===== src/rtl/vga_timing_gen.sv =====
// ---------------------------------------------------------------------------
// vga_timing_gen
//   Free-running VGA raster timing generator. Two counters (h_cnt, v_cnt)
//   walk the full raster; every port is a registered decode of the current
//   counter values, so each output lags the counters by exactly one clock.
//   There is no enable and no handshake: the generator runs whenever it is
//   out of reset.
//
//   Optional feature macro: VGA_TIMING_ADDR_EN
//     defined   : oADDR carries a linear pixel address aligned with oBLANK_n.
//     undefined : oADDR is tied to 0 and no address register exists.
//
// Ports
//   iVGA_CLK     in   pixel clock
//   iRST_n       in   asynchronous active-low reset
//   oHS          out  horizontal sync, active-low
//   oVS          out  vertical sync, active-low
//   oBLANK_n     out  high only in the visible region
//   oCurrent_X   out  1..H_ACTIVE when visible, else 0
//   oCurrent_Y   out  1..V_ACTIVE when visible, else 0
//   oLine_start  out  one-cycle pulse for horizontal count 0
//   oFrame_start out  one-cycle pulse for horizontal and vertical count 0
//   oADDR        out  linear pixel address (see macro above)
// ---------------------------------------------------------------------------
module vga_timing_gen #(
    parameter int H_SYNC   = 96,
    parameter int H_BACK   = 48,
    parameter int H_ACTIVE = 640,
    parameter int H_FRONT  = 16,
    parameter int V_SYNC   = 2,
    parameter int V_BACK   = 33,
    parameter int V_ACTIVE = 480,
    parameter int V_FRONT  = 10
) (
    input  logic        iVGA_CLK,
    input  logic        iRST_n,
    output logic        oHS,
    output logic        oVS,
    output logic        oBLANK_n,
    output logic [10:0] oCurrent_X,
    output logic [9:0]  oCurrent_Y,
    output logic        oLine_start,
    output logic        oFrame_start,
    output logic [18:0] oADDR
);

    localparam int H_TOTAL = H_SYNC + H_BACK + H_ACTIVE + H_FRONT;
    localparam int V_TOTAL = V_SYNC + V_BACK + V_ACTIVE + V_FRONT;
    localparam int HA0     = H_SYNC + H_BACK;
    localparam int VA0     = V_SYNC + V_BACK;

    localparam logic [10:0] H_LAST   = 11'(H_TOTAL - 1);
    localparam logic [10:0] H_SYNC_W = 11'(H_SYNC);
    localparam logic [10:0] HA0_W    = 11'(HA0);
    localparam logic [10:0] HA_END_W = 11'(HA0 + H_ACTIVE);
    localparam logic [9:0]  V_LAST   = 10'(V_TOTAL - 1);
    localparam logic [9:0]  V_SYNC_W = 10'(V_SYNC);
    localparam logic [9:0]  VA0_W    = 10'(VA0);
    localparam logic [9:0]  VA_END_W = 10'(VA0 + V_ACTIVE);

    logic [10:0] h_cnt_q, h_cnt_d;
    logic [9:0]  v_cnt_q, v_cnt_d;
    logic        hs_q, hs_d;
    logic        vs_q, vs_d;
    logic        blank_q, blank_d;
    logic [10:0] x_q, x_d;
    logic [9:0]  y_q, y_d;
    logic        ls_q, ls_d;
    logic        fs_q, fs_d;
    logic        h_wrap, vis, first_pix;

    always_comb begin
        h_wrap    = (h_cnt_q == H_LAST);
        h_cnt_d   = h_wrap ? 11'd0 : h_cnt_q + 11'd1;
        v_cnt_d   = v_cnt_q;
        // v_cnt steps only on the h_cnt wrap, so both wrap on the same edge.
        if (h_wrap) begin
            v_cnt_d = (v_cnt_q == V_LAST) ? 10'd0 : v_cnt_q + 10'd1;
        end

        vis       = (h_cnt_q >= HA0_W) && (h_cnt_q < HA_END_W) &&
                    (v_cnt_q >= VA0_W) && (v_cnt_q < VA_END_W);
        first_pix = (h_cnt_q == HA0_W) && (v_cnt_q == VA0_W);

        hs_d      = (h_cnt_q >= H_SYNC_W);
        vs_d      = (v_cnt_q >= V_SYNC_W);
        blank_d   = vis;
        // Coordinates are 1-based so that X = 0 / Y = 0 always means blanked.
        x_d       = vis ? (h_cnt_q - HA0_W + 11'd1) : 11'd0;
        y_d       = vis ? (v_cnt_q - VA0_W + 10'd1) : 10'd0;
        ls_d      = (h_cnt_q == 11'd0);
        fs_d      = (h_cnt_q == 11'd0) && (v_cnt_q == 10'd0);
    end

    always_ff @(posedge iVGA_CLK or negedge iRST_n) begin
        if (!iRST_n) begin
            h_cnt_q <= '0;
            v_cnt_q <= '0;
            hs_q    <= 1'b1;
            vs_q    <= 1'b1;
            blank_q <= 1'b0;
            x_q     <= '0;
            y_q     <= '0;
            ls_q    <= 1'b0;
            fs_q    <= 1'b0;
        end else begin
            h_cnt_q <= h_cnt_d;
            v_cnt_q <= v_cnt_d;
            hs_q    <= hs_d;
            vs_q    <= vs_d;
            blank_q <= blank_d;
            x_q     <= x_d;
            y_q     <= y_d;
            ls_q    <= ls_d;
            fs_q    <= fs_d;
        end
    end

    assign oHS          = hs_q;
    assign oVS          = vs_q;
    assign oBLANK_n     = blank_q;
    assign oCurrent_X   = x_q;
    assign oCurrent_Y   = y_q;
    assign oLine_start  = ls_q;
    assign oFrame_start = fs_q;

`ifdef VGA_TIMING_ADDR_EN
    logic [18:0] addr_q, addr_d;

    // The address restarts at the first visible pixel rather than at frame
    // start, so it keeps showing the last pixel's address through blanking.
    always_comb begin
        addr_d = addr_q;
        if (vis) begin
            addr_d = first_pix ? 19'd0 : addr_q + 19'd1;
        end
    end

    always_ff @(posedge iVGA_CLK or negedge iRST_n) begin
        if (!iRST_n) begin
            addr_q <= '0;
        end else begin
            addr_q <= addr_d;
        end
    end

    assign oADDR = addr_q;
`else
    logic unused_first_pix;
    assign unused_first_pix = first_pix;
    assign oADDR            = '0;
`endif

endmodule


===== config.mk =====
export PLATFORM = sky130hd
export DESIGN_NAME = vga_timing_gen
export DESIGN_NICKNAME = d
export VERILOG_FILES = /design/src/rtl/vga_timing_gen.sv
export SDC_FILE = /design/constraint.sdc
export NUM_CORES = 1
export LEC_CHECK = 0
export BUFFER_PORTS_ARGS = -buffer_cell sky130_fd_sc_hd__buf_2
export CAP_MARGIN = 40
export CORE_MARGIN = 2
export CORE_UTILIZATION = 30
export CTS_BUF_LIST = sky130_fd_sc_hd__clkbuf_8 sky130_fd_sc_hd__clkbuf_16
export DETAILED_ROUTE_END_ITERATION = 10
export SLEW_MARGIN = 20
export SYNTH_ARGS = -nofsm -noshare
export SYNTH_HDL_FRONTEND = slang
export SYNTH_SLANG_ARGS = --single-unit

===== constraint.sdc =====
create_clock -name iVGA_CLK -period 5.5 [get_ports iVGA_CLK]
set_input_delay 0.825 -clock iVGA_CLK [delete_from_list [all_inputs] [get_ports iVGA_CLK]]
set_output_delay 0.825 -clock iVGA_CLK [all_outputs]
set_load 0.01 [all_outputs]

==> flow_summary.json, run 1 <==
{
  "status": "completed",
  "maxCapViolCount": 0,
  "drive_gt1_frac": 0.175,
  "cts_buffers": 5,
  "drt_first_pass_iters": 4,
  "cts_setup_buffers": 0,
  "report.final.slew_viol_count": 0,
  "synth_compound_area_frac": 0.0545,
  "rows": 32,
  "grt_antenna_before_repair": 0,
  "clkTransAtPathRegs_ps": 90,
  "post-route-min-period_ps": 2120,
  "area_delta_synth_final_pct": 10.5,
  "die_w_um": 91.9,
  "finalCritPeriodShare": 0.385,
  "drtIter0Drc": 89,
  "h-tree-depth": 2,
  "nets": 254,
  "vias": 1483,
  "cp_cell_sequence": "nor4_2, nand4b_1, a2111o_1, nor3b_2",
  "path_delay_family": "simple AND/OR/NAND/NOR gates",
  "cts-root-buf": "clkbuf_8",
  "critical_path_class": "flip-flop to flip-flop",
  "dp_hpwl_mm": 2.64,
  "ys_seq_area_frac": 0.508,
  "cp.buffers_inverters": 0,
  "dieArea_um2": 8450,
  "dpl.cell_count": 340,
  "avgSynthCellArea_um2": 10.2,
  "hold_violations": 0,
  "synth-seq-cells": 47,
  "cp-end-kind": "flip-flop",
  "io_pins": 47,
  "crit_start": "v_cnt_q[6]",
  "start_kind": "flip-flop",
  "worstSkewPairLatency_ps": 290,
  "synth_xor_xnor_area_share": 0.0868,
  "cts_num_sinks": 47,
  "layout_common_cells": "dfrtp_1 (45), nor2_1 (27), buf_2 (27), conb_1 (20), xnor2_1 (17)",
  "postCtsResizedCells": 0,
  "antenna_cells": 0,
  "tightestPinTransition_ps": 669,
  "via_per_inst": 4.26,
  "grt_pass1_vias": 1329,
  "setup_tns_ps": 0,
  "whs_ps": 512,
  "worst_ep_required_time_ps": 5720,
  "grt_max_degree": 26,
  "gp_congestion": 0.801,
  "setup_viol": 0,
  "mostFrequentLayoutCell": "dfrtp_1",
  "yosysTopAreaCell": "dfrtp_1",
  "peakVddDrop_v": 0.0000854,
  "slew-limit-headroom": 0.554,
  "cts_buffer_depth": 2,
  "rsz0062_at_grt": "no",
  "cts_tree": "built",
  "detail-route-antenna-nets": 0,
  "remaining_drc_errors": 0,
  "synthTopCellsByArea": "dfrtp_1 (49%), buf_4 (6.5%), xnor2_1 (6.4%), nor2_1 (4.4%), ha_1 (3.8%)",
  "min_path_type": "primary input to async pin",
  "synth_top_family_by_area": "simple AND/OR/NAND/NOR gates",
  "synthSimpleGateAreaFrac": 0.196,
  "grt_pass1_wl_mm": 6.33,
  "rr_startpoint": "v_cnt_q[6]",
  "crit_path_max_fanout": 21,
  "wl_per_cell_um": 10.7,
  "grtUsageTotal": 0.0921,
  "leakagePower_nw": 1.31,
  "synth.area.mux_share": 0.00485,
  "p_total_mw": 0.611,
  "synth_fa_ha_area_frac": 0.0378,
  "syn_inst": 227,
  "pwr_density_cell_nw_per_um2": 238,
  "fin_cells": 348,
  "synth_top_area_share": 0.485,
  "synth_area_um2": 2320,
  "cts_hold_buffers": 0,
  "cp_slowest_cell": "a2111o_1",
  "port_buffers": 27,
  "yosysWarningCount": 0,
  "coreArea_um2": 7610,
  "overflow": 0,
  "synth.distinct_cells": 44,
  "final_core_util": 0.337,
  "wirelength_mm": 3.74,
  "start_util": 0.305,
  "max_freq_mhz": 472,
  "arrival_ps": 2340,
  "finalClockSkew_ps": 6.59,
  "crit_path_max_incr_delay_ps": 720,
  "fp.dieH_um": 91.9
}
through the flow:
stage | instance area [um2] | setup WS (ps)
6_report | 2560 | 3380
5_1_grt | 2560 | 3140
4_1_cts | 2560 | 3350
3_5_place_dp | 2450 | 3360
3_3_place_gp | 2420 | 3370
2_1_floorplan | 2390 | 3690
sequential cells by signal, summed over array words and instances (netlist names):
name          cells
h_cnt_q          11
oCurrent_Y       10
oFrame_start      1
oLine_start       1
oCurrent_X       11
v_cnt_q          10
oHS               1
oVS               1
oBLANK_n          1
where the power goes:
part	total [mW]	internal [mW]	switching, mW
sequential	0.346	0.346	0.0000697
combinational	0.0153	0.00248	0.0129
clock	0.250	0.135	0.115
total	0.611	0.483	0.128
final timing paths:
kind / to / slack (ps) / depth (start not counted)
setup / recovery: oCurrent_X[7] / 3380 / 4
hold / removal: oCurrent_X[3] / 510 / 1
setup reg to reg: oCurrent_X[7] / 3380 / 4
hold reg to reg: h_cnt_q[0] / 530 / 1
max in group asynchronous: oCurrent_Y[8] / 4480 / 2
min in group iVGA_CLK: h_cnt_q[0] / 530 / 1
worst reg2reg max path, stage by stage (launching register included):
cell	delay [ps]
dfrtp_1	480
nor4_2	450
nand4b_1	150
a2111o_1	720
nor3b_2	250
kinds of logic after synthesis:
| family | after synthesis |
|---|---|
| xor+xnor | 23 |
| fa+ha+maj | 7 |
| buf+inv | 43 |
| mux | 1 |
| flops | 47 |
| other cells | 1 |
| compound gates | 18 |
| simple gates | 87 |
final cells by class:
cell class / count / area, um2
fill: 765 / 5040
sequential: 47 / 1180
multi-input combinational: 156 / 956
timing repair buffer: 28 / 163
tap: 102 / 128
clock buffer: 5 / 68.8
clock inverter: 3 / 43.8
inverter: 7 / 26.3
synthesized netlist by cell type (all sizes together):
| cell | instances |
|---|---|
| nor2b | 2 |
| nand2b | 1 |
| a21o | 1 |
| dfstp | 2 |
| nand4 | 6 |
| o311ai | 1 |
| dfrtp | 45 |
| conb | 1 |
| and3b | 1 |
| nand2 | 14 |
| or3b | 1 |
| a41oi | 1 |
| buf | 26 |
| xnor2 | 17 |
| and4 | 2 |
| a2111o | 1 |
| a21boi | 1 |
| and2 | 2 |
| nor3b | 2 |
| o41ai | 2 |
| ha | 7 |
| o211a | 1 |
| nor3 | 5 |
| or4 | 1 |
| and3 | 6 |
| o22ai | 1 |
| xor2 | 6 |
| mux2 | 1 |
| clkbuf | 10 |
| a211oi | 1 |
| nor2 | 27 |
| nand3 | 11 |
| or3 | 2 |
| a21oi | 3 |
| nor4 | 3 |
| nand4b | 1 |
| o21ai | 4 |
| a31oi | 1 |
| inv | 7 |
metal layers:
| layer | vias to the layer above | routed length [um] | track usage |
|---|---|---|---|
| met5 | - | 0 | 0 |
| met1 | 680 | 1820 | 0.130 |
| li1 | 749 | - | - |
| met3 | 5 | 182 | 0.0131 |
| met2 | 49 | 1670 | 0.140 |
| met4 | 0 | 66 | 0.0410 |
Power figures use the tool's default switching activity.
==> run 2, diff against run 1 <==
==> constraint.sdc (replaced) <==
create_clock -name iVGA_CLK -period 2 [get_ports iVGA_CLK]
set_input_delay 0.3 -clock iVGA_CLK [delete_from_list [all_inputs] [get_ports iVGA_CLK]]
set_output_delay 0.3 -clock iVGA_CLK [all_outputs]
set_load 0.01 [all_outputs]
==> flow_summary.json, run 2 (synthesized netlist as in run 1, its figures left out) <==
{
  "cp-end-kind": "flip-flop",
  "drt_first_pass_iters": 4,
  "maxCapViolCount": 0,
  "pwr_density_cell_nw_per_um2": 604,
  "grt_max_degree": 48,
  "leakagePower_nw": 1.37,
  "cts_setup_buffers": 0,
  "overflow": 0,
  "postCtsResizedCells": 0,
  "antenna_cells": 0,
  "cts_tree": "built",
  "r2r_slack_ps": 110,
  "rsz0062_at_grt": "no",
  "report.final.slew_viol_count": 0,
  "detail-route-antenna-nets": 0,
  "start_kind": "flip-flop",
  "cts_buffers": 5,
  "port_buffers": 27,
  "finalClockSkew_ps": 4.92,
  "crit_path_max_incr_delay_ps": 440,
  "area_delta_synth_final_pct": 15.3,
  "drive_gt1_frac": 0.237,
  "ff2ff_path_depth": 5,
  "cts_hold_buffers": 0,
  "gp_congestion": 0.835,
  "cts_buffer_depth": 2,
  "post-place-ws_ps": 102,
  "whs_ps": 65.7,
  "layout_common_cells": "dfrtp_1 (44), nor2_1 (27), buf_2 (27), conb_1 (20)",
  "seq_power_share": 0.588,
  "max_freq_mhz": 530,
  "peakVddDrop_v": 0.000272,
  "cp_slowest_cell": "a2111o_1",
  "r2r-end": "oCurrent_X[7]",
  "grt_pass1_wl_mm": 7.31,
  "pwr-share-clk": 0.389,
  "finalCritPeriodShare": 0.943,
  "timing.final.ws_setup_ps": 114,
  "vias": 1618,
  "die_w_um": 91.9,
  "crit_start": "h_cnt_q[6]",
  "dieArea_um2": 8450,
  "status": "completed",
  "min_path_type": "primary input to async pin",
  "fp.dieH_um": 91.9,
  "setup_tns_ps": 0,
  "h-tree-depth": 2,
  "crit_path_max_fanout": 7,
  "drtIter0Drc": 108,
  "cp_cell_sequence": "or3_4, o211a_1, a2111o_1, buf_4, nor3b_2",
  "pwr-share-comb": 0.023,
  "wl_per_cell_um": 11.8,
  "remaining_drc_errors": 0,
  "nets": 270,
  "cts-root-buf": "clkbuf_8",
  "grt_pass1_vias": 1567,
  "nFillCells": 769,
  "rows": 32,
  "setup_viol": 0,
  "p_int_mw": 1.27,
  "rr_startpoint": "h_cnt_q[6]",
  "post-route-min-period_ps": 1890,
  "coreArea_um2": 7610,
  "mostFrequentLayoutCell": "dfrtp_1",
  "slew-limit-headroom": 0.579,
  "dp_hpwl_mm": 3.12,
  "wirelength_mm": 4.28,
  "grt_antenna_before_repair": 0,
  "grtUsageTotal": 0.107,
  "worst_ep_required_time_ps": 2230,
  "clkTransAtPathRegs_ps": 90,
  "arrival_ps": 2120,
  "via_per_inst": 4.45,
  "io_pins": 47,
  "switching_share": 0.216,
  "tightestPinTransition_ps": 624,
  "critical_path_class": "flip-flop to flip-flop",
  "worstSkewPairLatency_ps": 300,
  "setup.worst_path.end": "oCurrent_X[7]",
  "start_util": 0.305,
  "hold_violations": 0,
  "switchingPower_mw": 0.348,
  "cts_num_sinks": 47
}
## run 2: cell count changes in the layout (fill, tap and decap cells not counted), sizes merged
cell / previous run / this run
buf: 28 / 44
bufinv: 1 / 0
clkbuf: 5 / 7
clkinv: 2 / 0
clkinvlp: 0 / 1
## run 2: power groups by stage
stage / Sequential, mW / Combinational, mW / Clock [mW]
after global routing: 0.951 / 0.0430 / 0.691
after floorplan: 0.970 / 0.0432 / 0
after detailed placement: 0.970 / 0.0379 / 0
after CTS: 0.951 / 0.0379 / 0.652
final: 0.951 / 0.0368 / 0.629
after global placement: 0.970 / 0.0377 / 0
## run 2: how the worst min path moves through the flow
stage / endpoint / slack [ps] / cells after the start
after global routing: h_cnt_q[2] / 110 / 2
after floorplan: h_cnt_q[0] / 4 / 0
after CTS: h_cnt_q[0] / 90 / 2
after global placement: h_cnt_q[0] / 420 / 2
final: h_cnt_q[3] / 70 / 2
after detailed placement: h_cnt_q[0] / 420 / 2
## run 2: metal layers
layer,vias up,track usage,part of all wire
met5,-,0,0
met4,0,0.0485,0.022
met3,6,0.0181,0.051
met2,51,0.175,0.49
met1,779,0.139,0.44
li1,782,-,-
## run 2: metrics by stage
step                cell area (um2)  utilization  cells  power (mW)
global route                   2670        0.351    364        1.69
global placement               2550        0.335    356        1.01
finish                         2670        0.351    364        1.62
floorplan                      2390            -    246        1.01
detailed placement             2550        0.335    356        1.01
CTS                            2660        0.349    364        1.64
## run 2: cell type report
class | count | area, um2 | share of cell area
multi-input combinational | 156 | 973 | 0.364
sequential | 47 | 1180 | 0.441
timing repair buffer | 44 | 263 | 0.0983
inverter | 7 | 26.3 | 0.00983
tap | 102 | 128 | 0.0477
clock buffer | 7 | 96.3 | 0.0360
clock inverter | 1 | 7.51 | 0.00281
## run 2: critical path, delay by kind of cell (launching register included)
kind | cells | cell delay (ps)
DFF | 1 | 390
buffers and inverters | 1 | 200
AOI/OAI and AO/OA | 2 | 670
and+or+nand+nor | 2 | 560
==> run 3, diff against run 2 <==
--- a/config.mk
+++ b/config.mk
@@ -11,6 +11,7 @@
 export CORE_UTILIZATION = 30
 export CTS_BUF_LIST = sky130_fd_sc_hd__clkbuf_8 sky130_fd_sc_hd__clkbuf_16
 export DETAILED_ROUTE_END_ITERATION = 10
+export RECOVER_POWER = 25
 export SLEW_MARGIN = 20
 export SYNTH_ARGS = -nofsm -noshare
 export SYNTH_HDL_FRONTEND = slang
==> flow_summary.json, run 3 (synthesized netlist as in run 1, its figures left out) <==
{
  "cts_buffer_depth": 2,
  "worstSkewPairLatency_ps": 300,
  "cp.buffers_inverters": 1,
  "placed_area_um2": 2550,
  "r2r-end": "oCurrent_X[7]",
  "wl_met1_mm": 1.87,
  "finalClockSkew_ps": 4.92,
  "antenna_cells": 0,
  "maxCapViolCount": 0,
  "detail-route-antenna-nets": 0,
  "switching_share": 0.216,
  "cts_hold_buffers": 0,
  "coreArea_um2": 7610,
  "tightestPinTransition_ps": 1110,
  "crit_start": "h_cnt_q[6]",
  "rows": 32,
  "path_delay_family": "compound AO/OA/AOI/OAI gates",
  "cp_cell_sequence": "or3_4, o211a_1, a2111o_1, buf_4, nor3b_2",
  "worst-path-stages": 5,
  "r2r_slack_ps": 110,
  "report.final.slew_viol_count": 0,
  "drt_first_pass_iters": 4,
  "io_pins": 47,
  "cts-root-buf": "clkbuf_8",
  "min_path_type": "primary input to async pin",
  "grtUsageTotal": 0.107,
  "vias": 1618,
  "wirelength_mm": 4.28,
  "critical_path_class": "flip-flop to flip-flop",
  "hold_violations": 0,
  "mostFrequentLayoutCell": "dfrtp_1",
  "max_freq_mhz": 530,
  "cts_buffers": 5,
  "arrival_ps": 2120,
  "grt_pass1_vias": 1567,
  "drtIter0Drc": 108,
  "switchingPower_mw": 0.348,
  "seq_power_share": 0.589,
  "crit_path_max_fanout": 7,
  "nets": 270,
  "via_per_inst": 4.45,
  "cp-end-kind": "flip-flop",
  "nFillCells": 768,
  "cts_tree": "built",
  "cts_setup_buffers": 0,
  "ff2ff_path_depth": 5,
  "worst_ep_required_time_ps": 2230,
  "start_kind": "flip-flop",
  "dp_hpwl_mm": 3.12,
  "status": "completed",
  "grt_antenna_before_repair": 0,
  "drive_gt1_frac": 0.237,
  "start_util": 0.305,
  "p_int_mw": 1.27,
  "dieArea_um2": 8450,
  "pwr_density_cell_nw_per_um2": 605,
  "layout_common_cells": "dfrtp_1 (44), nor2_1 (27), buf_2 (27), conb_1 (20), xnor2_1 (17)",
  "setup_tns_ps": 0,
  "dr_wl_met3_um": 218,
  "met2WireLength_mm": 2.09,
  "leakagePower_nw": 1.37,
  "gp_congestion": 0.835,
  "peakVddDrop_v": 0.000272,
  "highest_layer": "met4",
  "grt_pass1_wl_mm": 7.31,
  "clkTransAtPathRegs_ps": 90,
  "final_core_util": 0.351,
  "finalCritPeriodShare": 0.943,
  "grt_max_degree": 48,
  "post-route-min-period_ps": 1890,
  "wl_per_cell_um": 11.8,
  "setup_viol": 0,
  "rsz0062_at_grt": "no",
  "port_buffers": 27,
  "pwr-share-comb": 0.022,
  "rr_startpoint": "h_cnt_q[6]",
  "cts_num_sinks": 47,
  "pwr-share-clk": 0.389,
  "die_w_um": 91.9,
  "slew-limit-headroom": 0.262,
  "h-tree-depth": 2,
  "crit_path_max_incr_delay_ps": 440,
  "area_delta_synth_final_pct": 15.2,
  "cp_slowest_cell": "a2111o_1",
  "stdcell_area_um2": 2670,
  "remaining_drc_errors": 0,
  "fp.dieH_um": 91.9,
  "overflow": 0
}
==> run 3: power groups by stage <==
stage	clock (mW)	sequential (mW)	combinational [mW]
2_1_floorplan	0	0.970	0.0432
3_3_place_gp	0	0.970	0.0377
3_5_place_dp	0	0.970	0.0379
4_1_cts	0.652	0.951	0.0379
5_1_grt	0.691	0.951	0.0423
6_report	0.629	0.951	0.0361
==> run 3: how the worst max path moves through the flow <==
| stage | end | slack (ps) |
|---|---|---|
| finish | oCurrent_X[7] | 110 |
| global route | oCurrent_Y[3] | 2 |
| CTS | oCurrent_Y[3] | 80 |
| detailed placement | oCurrent_Y[3] | 100 |
| global placement | oCurrent_X[7] | 140 |
| floorplan | oCurrent_X[7] | 190 |
==> run 3: timing repair <==
action | CTS | global route
setup endpoints to repair | 0 | 4
hold endpoints to repair | 0 | 0
resized for setup | 0 | 4
==> run 3: stage by stage <==
step / power [mW] / hold slack [ps] / worst slack [ps] / cells
3_5_place_dp: 1.01 / 419 / 102 / 356
3_3_place_gp: 1.01 / 416 / 139 / 356
5_1_grt: 1.68 / 380 / 2.50 / 364
4_1_cts: 1.64 / 87.1 / 85.0 / 364
2_1_floorplan: 1.01 / 4.41 / 189 / 246
6_report: 1.62 / 274 / 114 / 364
==> run 3: cell type report <==
type / instances / area [um2] / area share
flip-flops and latches: 47 / 1180 / 0.442
multi-input cells: 156 / 973 / 0.364
repair buffers: 44 / 260 / 0.0974
well taps: 102 / 128 / 0.0478
clock buffers: 7 / 96.3 / 0.0361
inverters: 7 / 26.3 / 0.00984
clock inverters: 1 / 7.51 / 0.00281
==> run 3: per-layer routing <==
layer,up-vias,track usage
met3,6,0.0181
met2,51,0.175
met4,0,0.0485
met5,-,0
li1,782,-
met1,779,0.139
